==> src/rtl/bank_read_sched.sv <==
// rtl/bank_read_sched.sv - bank-conflict-free read pass scheduler; optional broadcast merge via BANK_READ_SCHED_BCAST_EN
module bank_read_sched #(
    parameter int NBANK = 16,
    parameter int NDATA = 32,
    parameter int ID_BW = 2,
    localparam int BW   = $clog2(NBANK),
    localparam int ABW  = $clog2(NDATA) + BW
) (
    input  logic                 i_clk,
    input  logic                 i_rst,
    input  logic                 addrin_rdy,
    output logic                 addrin_ack,
    input  logic [NBANK*ABW-1:0] i_raddr,
    input  logic [NBANK-1:0]     i_lane_en,
    input  logic [ID_BW-1:0]     i_id,
    input  logic                 i_retire,
    output logic                 dout_rdy,
    input  logic                 dout_ack,
    output logic [NBANK*ABW-1:0] o_raddr,
    output logic [NBANK-1:0]     o_lane_en,
    output logic [ID_BW-1:0]     o_id,
    output logic                 o_retire,
    output logic                 o_busy
);

    typedef enum logic {IDLE, ISSUE} state_t;

    state_t               state_q;
    state_t               state_d;
    logic [NBANK*ABW-1:0] addr_q;
    logic [NBANK-1:0]     pend_q;
    logic [ID_BW-1:0]     id_q;
    logic                 retire_q;
    logic [NBANK-1:0]     sel;
    logic                 last;
    logic                 busy;
    logic                 xfer;
    logic                 accept;

    assign busy   = (state_q == ISSUE);
    assign last   = (sel == pend_q);
    assign xfer   = busy & dout_ack;
    assign accept = addrin_rdy & (~busy | (dout_ack & last));

    // Pick the lanes for this pass: a pending lane is blocked by any lower
    // pending lane on the same bank (unless broadcast merge allows an
    // identical address to share the bank access).
    always_comb begin : sel_p
        logic blocked;
        sel     = '0;
        blocked = 1'b0;
        for (int j = 0; j < NBANK; j++) begin
            blocked = 1'b0;
            for (int k = 0; k < j; k++) begin
                if (pend_q[k] && (addr_q[k*ABW +: BW] == addr_q[j*ABW +: BW])) begin
`ifdef BANK_READ_SCHED_BCAST_EN
                    if (addr_q[k*ABW +: ABW] != addr_q[j*ABW +: ABW])
                        blocked = 1'b1;
`else
                    blocked = 1'b1;
`endif
                end
            end
            sel[j] = pend_q[j] & ~blocked;
        end
    end

    // State register.
    always_ff @(posedge i_clk or negedge i_rst) begin
        if (!i_rst)
            state_q <= IDLE;
        else
            state_q <= state_d;
    end

    // Next state: stay in ISSUE until the last pass leaves with no follow-on request.
    always_comb begin
        state_d = state_q;
        case (state_q)
            IDLE:    if (accept) state_d = ISSUE;
            ISSUE:   if (xfer && last && !accept) state_d = IDLE;
            default: state_d = IDLE;
        endcase
    end

    // Request capture on acceptance; retire served lanes on each transfer.
    always_ff @(posedge i_clk or negedge i_rst) begin
        if (!i_rst) begin
            addr_q   <= '0;
            pend_q   <= '0;
            id_q     <= '0;
            retire_q <= 1'b0;
        end else if (accept) begin
            addr_q   <= i_raddr;
            pend_q   <= i_lane_en;
            id_q     <= i_id;
            retire_q <= i_retire;
        end else if (xfer) begin
            pend_q   <= pend_q & ~sel;
        end
    end

    // Output pass view: addresses of unselected lanes are forced to zero.
    always_comb begin
        o_raddr = '0;
        for (int j = 0; j < NBANK; j++) begin
            if (busy && sel[j])
                o_raddr[j*ABW +: ABW] = addr_q[j*ABW +: ABW];
        end
    end

    assign addrin_ack = accept;
    assign dout_rdy   = busy;
    assign o_busy     = busy;
    assign o_lane_en  = busy ? sel : '0;
    assign o_id       = id_q;
    assign o_retire   = busy & retire_q & last;

endmodule

==> config.mk <==
export PLATFORM = sky130hd
export DESIGN_NAME = bank_read_sched
export DESIGN_NICKNAME = d
export VERILOG_FILES = /design/src/rtl/bank_read_sched.sv
export SDC_FILE = /design/constraint.sdc
export NUM_CORES = 1
export LEC_CHECK = 0
export BUFFER_PORTS_ARGS = -buffer_cell sky130_fd_sc_hd__buf_2
export CAP_MARGIN = 15
export CORE_AREA = 2 2 180 182
export DETAILED_ROUTE_END_ITERATION = 12
export DIE_AREA = 0 0 182 184
export GPL_TIMING_DRIVEN = 0
export PLACE_DENSITY_LB_ADDON = 0.05
export SYNTH_ARGS = -nofsm -noshare
export SYNTH_HDL_FRONTEND = slang
export SYNTH_SLANG_ARGS = --single-unit
==> constraint.sdc <==
create_clock -name i_clk -period 5.9 [get_ports i_clk]
set_input_delay 0.295 -clock i_clk [delete_from_list [all_inputs] [get_ports i_clk]]
set_output_delay 0.295 -clock i_clk [all_outputs]
set_load 0.01 [all_outputs]
==> results of run 1 <==
[synthesized netlist by cell type (2+ instances only)]
cell and instances:
xnor2_1 152, a22oi_1 2, inv_1 9, dfrtp_1 164, buf_4 87, buf_12 6
mux2_2 93, a21o_1 15, nor3_1 46, mux2_4 45, o21ai_0 13, nand3_1 26
and3_1 13, clkbuf_1 19, nand4_1 9, nor4_1 86, xor2_1 327, nor2_1 24
nor4_2 3, nand2_1 94, buf_8 2, buf_6 16, buf_1 2, mux2_1 9
and2_1 136, buf_2 36, o22ai_1 2, a311oi_1 4, a2111o_1 2, a31oi_1 21
[path summary, 6_finish.rpt]
path	endpoint	cells past startpoint	from
max in group asynchronous	addr_q[87]	3	i_rst
worst min register to register	addr_q[35]	1	addr_q[35]
worst max register to register	addr_q[34]	12	pend_q[1]
min in group asynchronous	addr_q[33]	2	i_rst
worst min-delay path	pend_q[13]	2	i_lane_en[13]
worst max-delay path	addrin_ack	12	pend_q[1]
[state kept, by name, summed over array words and instances (netlist names)]
name,cells
pend_q,16
o_id,2
addr_q,144
retire_q,1
dout_rdy,1
[worst max-delay path, stage by stage, from the launching register on]
cell	delay, ps
dfrtp_1	360
clkbuf_1	270
nand2_1	140
nor4_1	60
a311oi_1	610
o2111ai_1	330
a2111o_1	500
a2111o_1	460
o31ai_2	200
buf_4	340
buf_12	220
buf_4	230
buf_2	170
[final cells by class]
type                            count  share of cell area
Inverter                           10             0.00220
Sequential cell                   164               0.240
Clock inverter                     15              0.0104
Buffer                            168              0.0727
Clock buffer                       17              0.0249
Timing Repair Buffer              334               0.100
Multi-Input combinational cell   1134               0.520
Tap cell                          402              0.0294
Antenna cell                        1            0.000146
[power groups by stage]
stage / clock (mW) / sequential, mW / combinational (mW)
final: 1.17 / 1.96 / 9.56
after global routing: 1.25 / 2.03 / 10.3
after CTS: 1.20 / 1.96 / 9.50
after detailed placement: 0 / 1.97 / 9.46
after global placement: 0 / 1.96 / 9.29
after floorplan: 0 / 1.90 / 7.12
[metal layers]
| metal | track usage | up-vias |
|---|---|---|
| met5 | 0 | - |
| met4 | 0.117 | 0 |
| met3 | 0.0586 | 89 |
| met2 | 0.485 | 544 |
| met1 | 0.386 | 5948 |
| li1 | - | 5562 |
[kinds of logic after synthesis]
group / after synthesis
buffers and inverters: 178
AO/OA/AOI/OAI: 67
flip-flops: 164
multiplexers: 148
XOR/XNOR: 480
AND/OR/NAND/NOR: 439
==> results.cfg, run 1 <==
[floorplanning]
ios = 333
coreArea_um2 = 31400
floorplan.initialDensity = 0.455
dieWidth_um = 182
dieArea_um2 = 33500
row_count = 65
die_height_um = 184

[power]
p_seq_frac = 0.154
cellInternalPower_mw = 6.62
peakVddDrop_mv = 0.279
comb_power_share = 0.753
p_leak_nw = 8.12
power.density_nw_per_um2 = 742
finalPower_mw = 12.7
switching_share = 0.478
p_clk_frac = 0.092
power_switching_mw = 6.07

[global_routing]
grt_pass1_wl_mm = 74.5
grt_util_all_layers = 0.297
antenna_found_initial = 1
grt_max_degree = 95
gr-total-overflow = 0
grt_pass1_vias = 12100

[logic_synthesis]
synth_top_area_cell = dfrtp_1
ys_seq_area_frac = 0.287
synth_cell_types = 43
netlist_instances = 1476
ys.warnings.count = 0
synth_area_per_cell_um2 = 9.67
synth_adder_area_share = 0
synth_top_cell_area_share = 0.287
syn_area_um2 = 14300
synth_simple_gate_area_frac = 0.167
synth_nets = 1643
synth_top_family_by_area = XOR/XNOR gates
ys.flop_type = dfrtp_1
ys_seq_elements = 164
synth_area_leaders = dfrtp_1, xor2_1, xnor2_1
synthXorXnorAreaFrac = 0.295
synthArstFlopShare = 1.00
synth_compound_area_frac = 0.0329
synth-edff-count = 0
synthMuxAreaShare = 0.128

[detailed_routing]
wl_met1_mm = 21.0
drtIter0Drc = 1072
met2WireLength_mm = 23.1
via_count = 12100
wl_per_cell_um = 22.0
drc = 0
via_per_inst = 5.41
wl_met3_mm = 3.72
ant_nets = 0
highest_layer = met4
wirelength_mm = 49.5
first_pass_iters = 5

[cells_and_area]
layout-drive-gt1-share = 0.356
final_common_cell = buf_2
design_area_um2 = 17100
final_util = 0.545
final_nets = 1996
seq_area_um2 = 4100
final_cell_mix = buf_2, xor2_1, dfrtp_1
syn_to_final_growth_pct = 19.7
fin_cells = 2245
fillers = 2987
multiInputGateArea_um2 = 8900

[timing]
timing.final.ws_setup_ps = 1250
fin_worst_skew_ps = 11.0
worst_pin_slew_ps = 1050
hold_viol = 0
relSlewSlack = 0.293
setup-violations-final = 0
fmax_mhz = 215
drv_slew = 0
rsz0062_at_grt = no
worst_hold_slack_ps = 33.8
tns_ps = 0
timing.final.crit_share = 0.789
finalCriticalPeriod_ps = 4650

[critical_path]
path_class = reg -> out
worstSetupEndpointType = output port
worstSetupStartpointType = flop
worst-r2r-setup-slack_ps = 1770
cp.arrival_ps = 4360
crit_fanout = 10
worstPathRequired_ps = 5610

[cts]
clk_pin_slew_worst_paths_ps = 70
cts_resized = 0
clock_latency_ps = 460
cts_setup_buffers = 0
cts_tree = built
h-tree-depth = 4
ctsHoldBuffers = 1
cts_root_buffer = clkbuf_16
clock-sinks = 164
numCtsBuffers = 17
clockBufferDepth = 2

[place]
postPlaceCellArea_um2 = 16500
io_buffers = 332
gp_congestion = 0.955
dp_hpwl_mm = 34.9
dpl_worst_slack_ps = 1870
dp_cells = 2211

[run_status]
outcome = complete, no violations

[min_path]
hold_path_class = in -> reg

[job]
maxCapViolations = 0
No activity file was read; power rests on OpenSTA's default activity.
==> run 2, diff against run 1 <==
==> constraint.sdc (replaced) <==
create_clock -name i_clk -period 4.35 [get_ports i_clk]
set_input_delay 0.2175 -clock i_clk [delete_from_list [all_inputs] [get_ports i_clk]]
set_output_delay 0.2175 -clock i_clk [all_outputs]
set_load 0.01 [all_outputs]
==> results.cfg, run 2 (same netlist as run 1, synthesis figures left out) <==
[min_path]
hold_path_class = in -> reg
holdPathStages = 2
hold_start = i_raddr[38]
whs_endpoint = addr_q[38]

[critical_path]
worstReg2RegStart = pend_q[2]
crit_fanout = 10
r2r_end = addr_q[39]
rr_worst_depth = 13
worstPathRequired_ps = 4130
worstSetupStartpointType = flop
worst-r2r-setup-slack_ps = 530
cp.arrival_ps = 3950
path_class = reg -> out
worstSetupEndpointType = output port

[timing]
worst_hold_slack_ps = 17.5
drv_slew = 0
timing.final.crit_share = 0.958
finalCriticalPeriod_ps = 4170
hold_viol = 0
fmax_mhz = 240
timing.final.ws_setup_ps = 184
rsz0062_at_grt = no
tns_ps = 0
relSlewSlack = 0.286
worst_pin_slew_ps = 1060
fin_worst_skew_ps = 12.0
setup-violations-final = 0

[run_status]
outcome = complete, no violations

[floorplanning]
row_count = 65
coreArea_um2 = 31400
floorplan.initialDensity = 0.455
dieArea_um2 = 33500
die_height_um = 184
dieWidth_um = 182
ios = 333

[cells_and_area]
top_register = addr_q
final_common_cell = buf_2
final_util = 0.597
largest_register_ffs = 144
syn_to_final_growth_pct = 31.2
design_area_um2 = 18700
final_nets = 2158
final_cell_mix = buf_2, xor2_1, dfrtp_1
layout-drive-gt1-share = 0.329
fin_cells = 2407

[power]
peakVddDrop_mv = 0.373
finalPower_mw = 17.4
power.density_nw_per_um2 = 931
p_leak_nw = 8.81

[detailed_routing]
wl_per_cell_um = 21.4
first_pass_iters = 5
via_per_inst = 5.29
via_count = 12700
wirelength_mm = 51.6
ant_nets = 0
drtIter0Drc = 1009
drc = 0

[global_routing]
grt_max_degree = 95
gr-total-overflow = 0
antenna_found_initial = 1
grt_pass1_wl_mm = 77.7
grt_util_all_layers = 0.308
grt_pass1_vias = 12900

[cts]
clock-sinks = 164
cts_root_buffer = clkbuf_16
h-tree-depth = 4
cts_tree = built
clockBufferDepth = 2
numCtsBuffers = 17
clk_pin_slew_worst_paths_ps = 70
clock_latency_ps = 450

[place]
dp_cells = 2211
dp_hpwl_mm = 34.9
io_buffers = 332
gp_congestion = 0.955
dpl_worst_slack_ps = 382
postPlaceCellArea_um2 = 16500

[job]
maxCapViolations = 0
-- run 2: cell count changes in the layout (fill, tap and decap cells not counted) --
cell | previous run | this run
buf_6 | 16 | 17
nor4_2 | 3 | 4
dlygate4sd3_1 | 1 | 161
buf_4 | 87 | 88
a311oi_2 | 0 | 1
a311oi_1 | 4 | 3
nor4_1 | 86 | 85
-- run 2: power by group --
part | leakage, nW | total [mW] | switching, mW | internal [mW]
logic | 6.58 | 13.2 | 7.32 | 5.87
registers | 1.94 | 2.66 | 0.325 | 2.34
clock network | 0.282 | 1.59 | 0.688 | 0.906
-- run 2: cell type report --
type                       instances  area (um2)
fill                            2811       12700
inverter                          10        37.5
antenna                            1        2.50
buffer                           168        1250
multi-input combinational       1134        8910
sequential                       164        4100
tap                              402         503
clock buffer                      17         425
timing repair buffer             496        3330
clock inverter                    15         178
-- run 2: how the worst max path moves through the flow --
stage,from,slack (ps),endpoint,cells past startpoint
floorplan,addr_q[100],1320,addr_q[138],13
global placement,i_rst,300,addr_q[88],1
detailed placement,addr_q[0],380,addr_q[34],13
CTS,addr_q[128],20,addrin_ack,13
global route,addr_q[109],130,addrin_ack,13
finish,pend_q[2],180,addrin_ack,13
-- run 2: worst max-delay path, stage by stage, from the launching register on --
cell	delay (ps)
dfrtp_1	360
clkbuf_1	340
clkbuf_1	440
nand2_1	140
nor4_1	60
nor4_1	330
nand4_1	210
a22o_1	250
a2111o_1	390
o31ai_2	230
buf_6	160
buf_12	170
buf_4	230
buf_2	170
-- run 2: layer usage --
metal  share of wire  wire length, um  track usage
met1            0.42            21800        0.393
met2            0.48            24800        0.521
met3           0.069             3580       0.0586
met4           0.026             1350        0.110
met5               0                0            0
-- run 2: timing repair --
action                                  in CTS  in global routing
gates resized for setup                      1                  2
setup buffers                                0                  2
endpoints found under the setup margin       1                  1
hold endpoints to repair                   230                  0
hold buffers                               161                  0
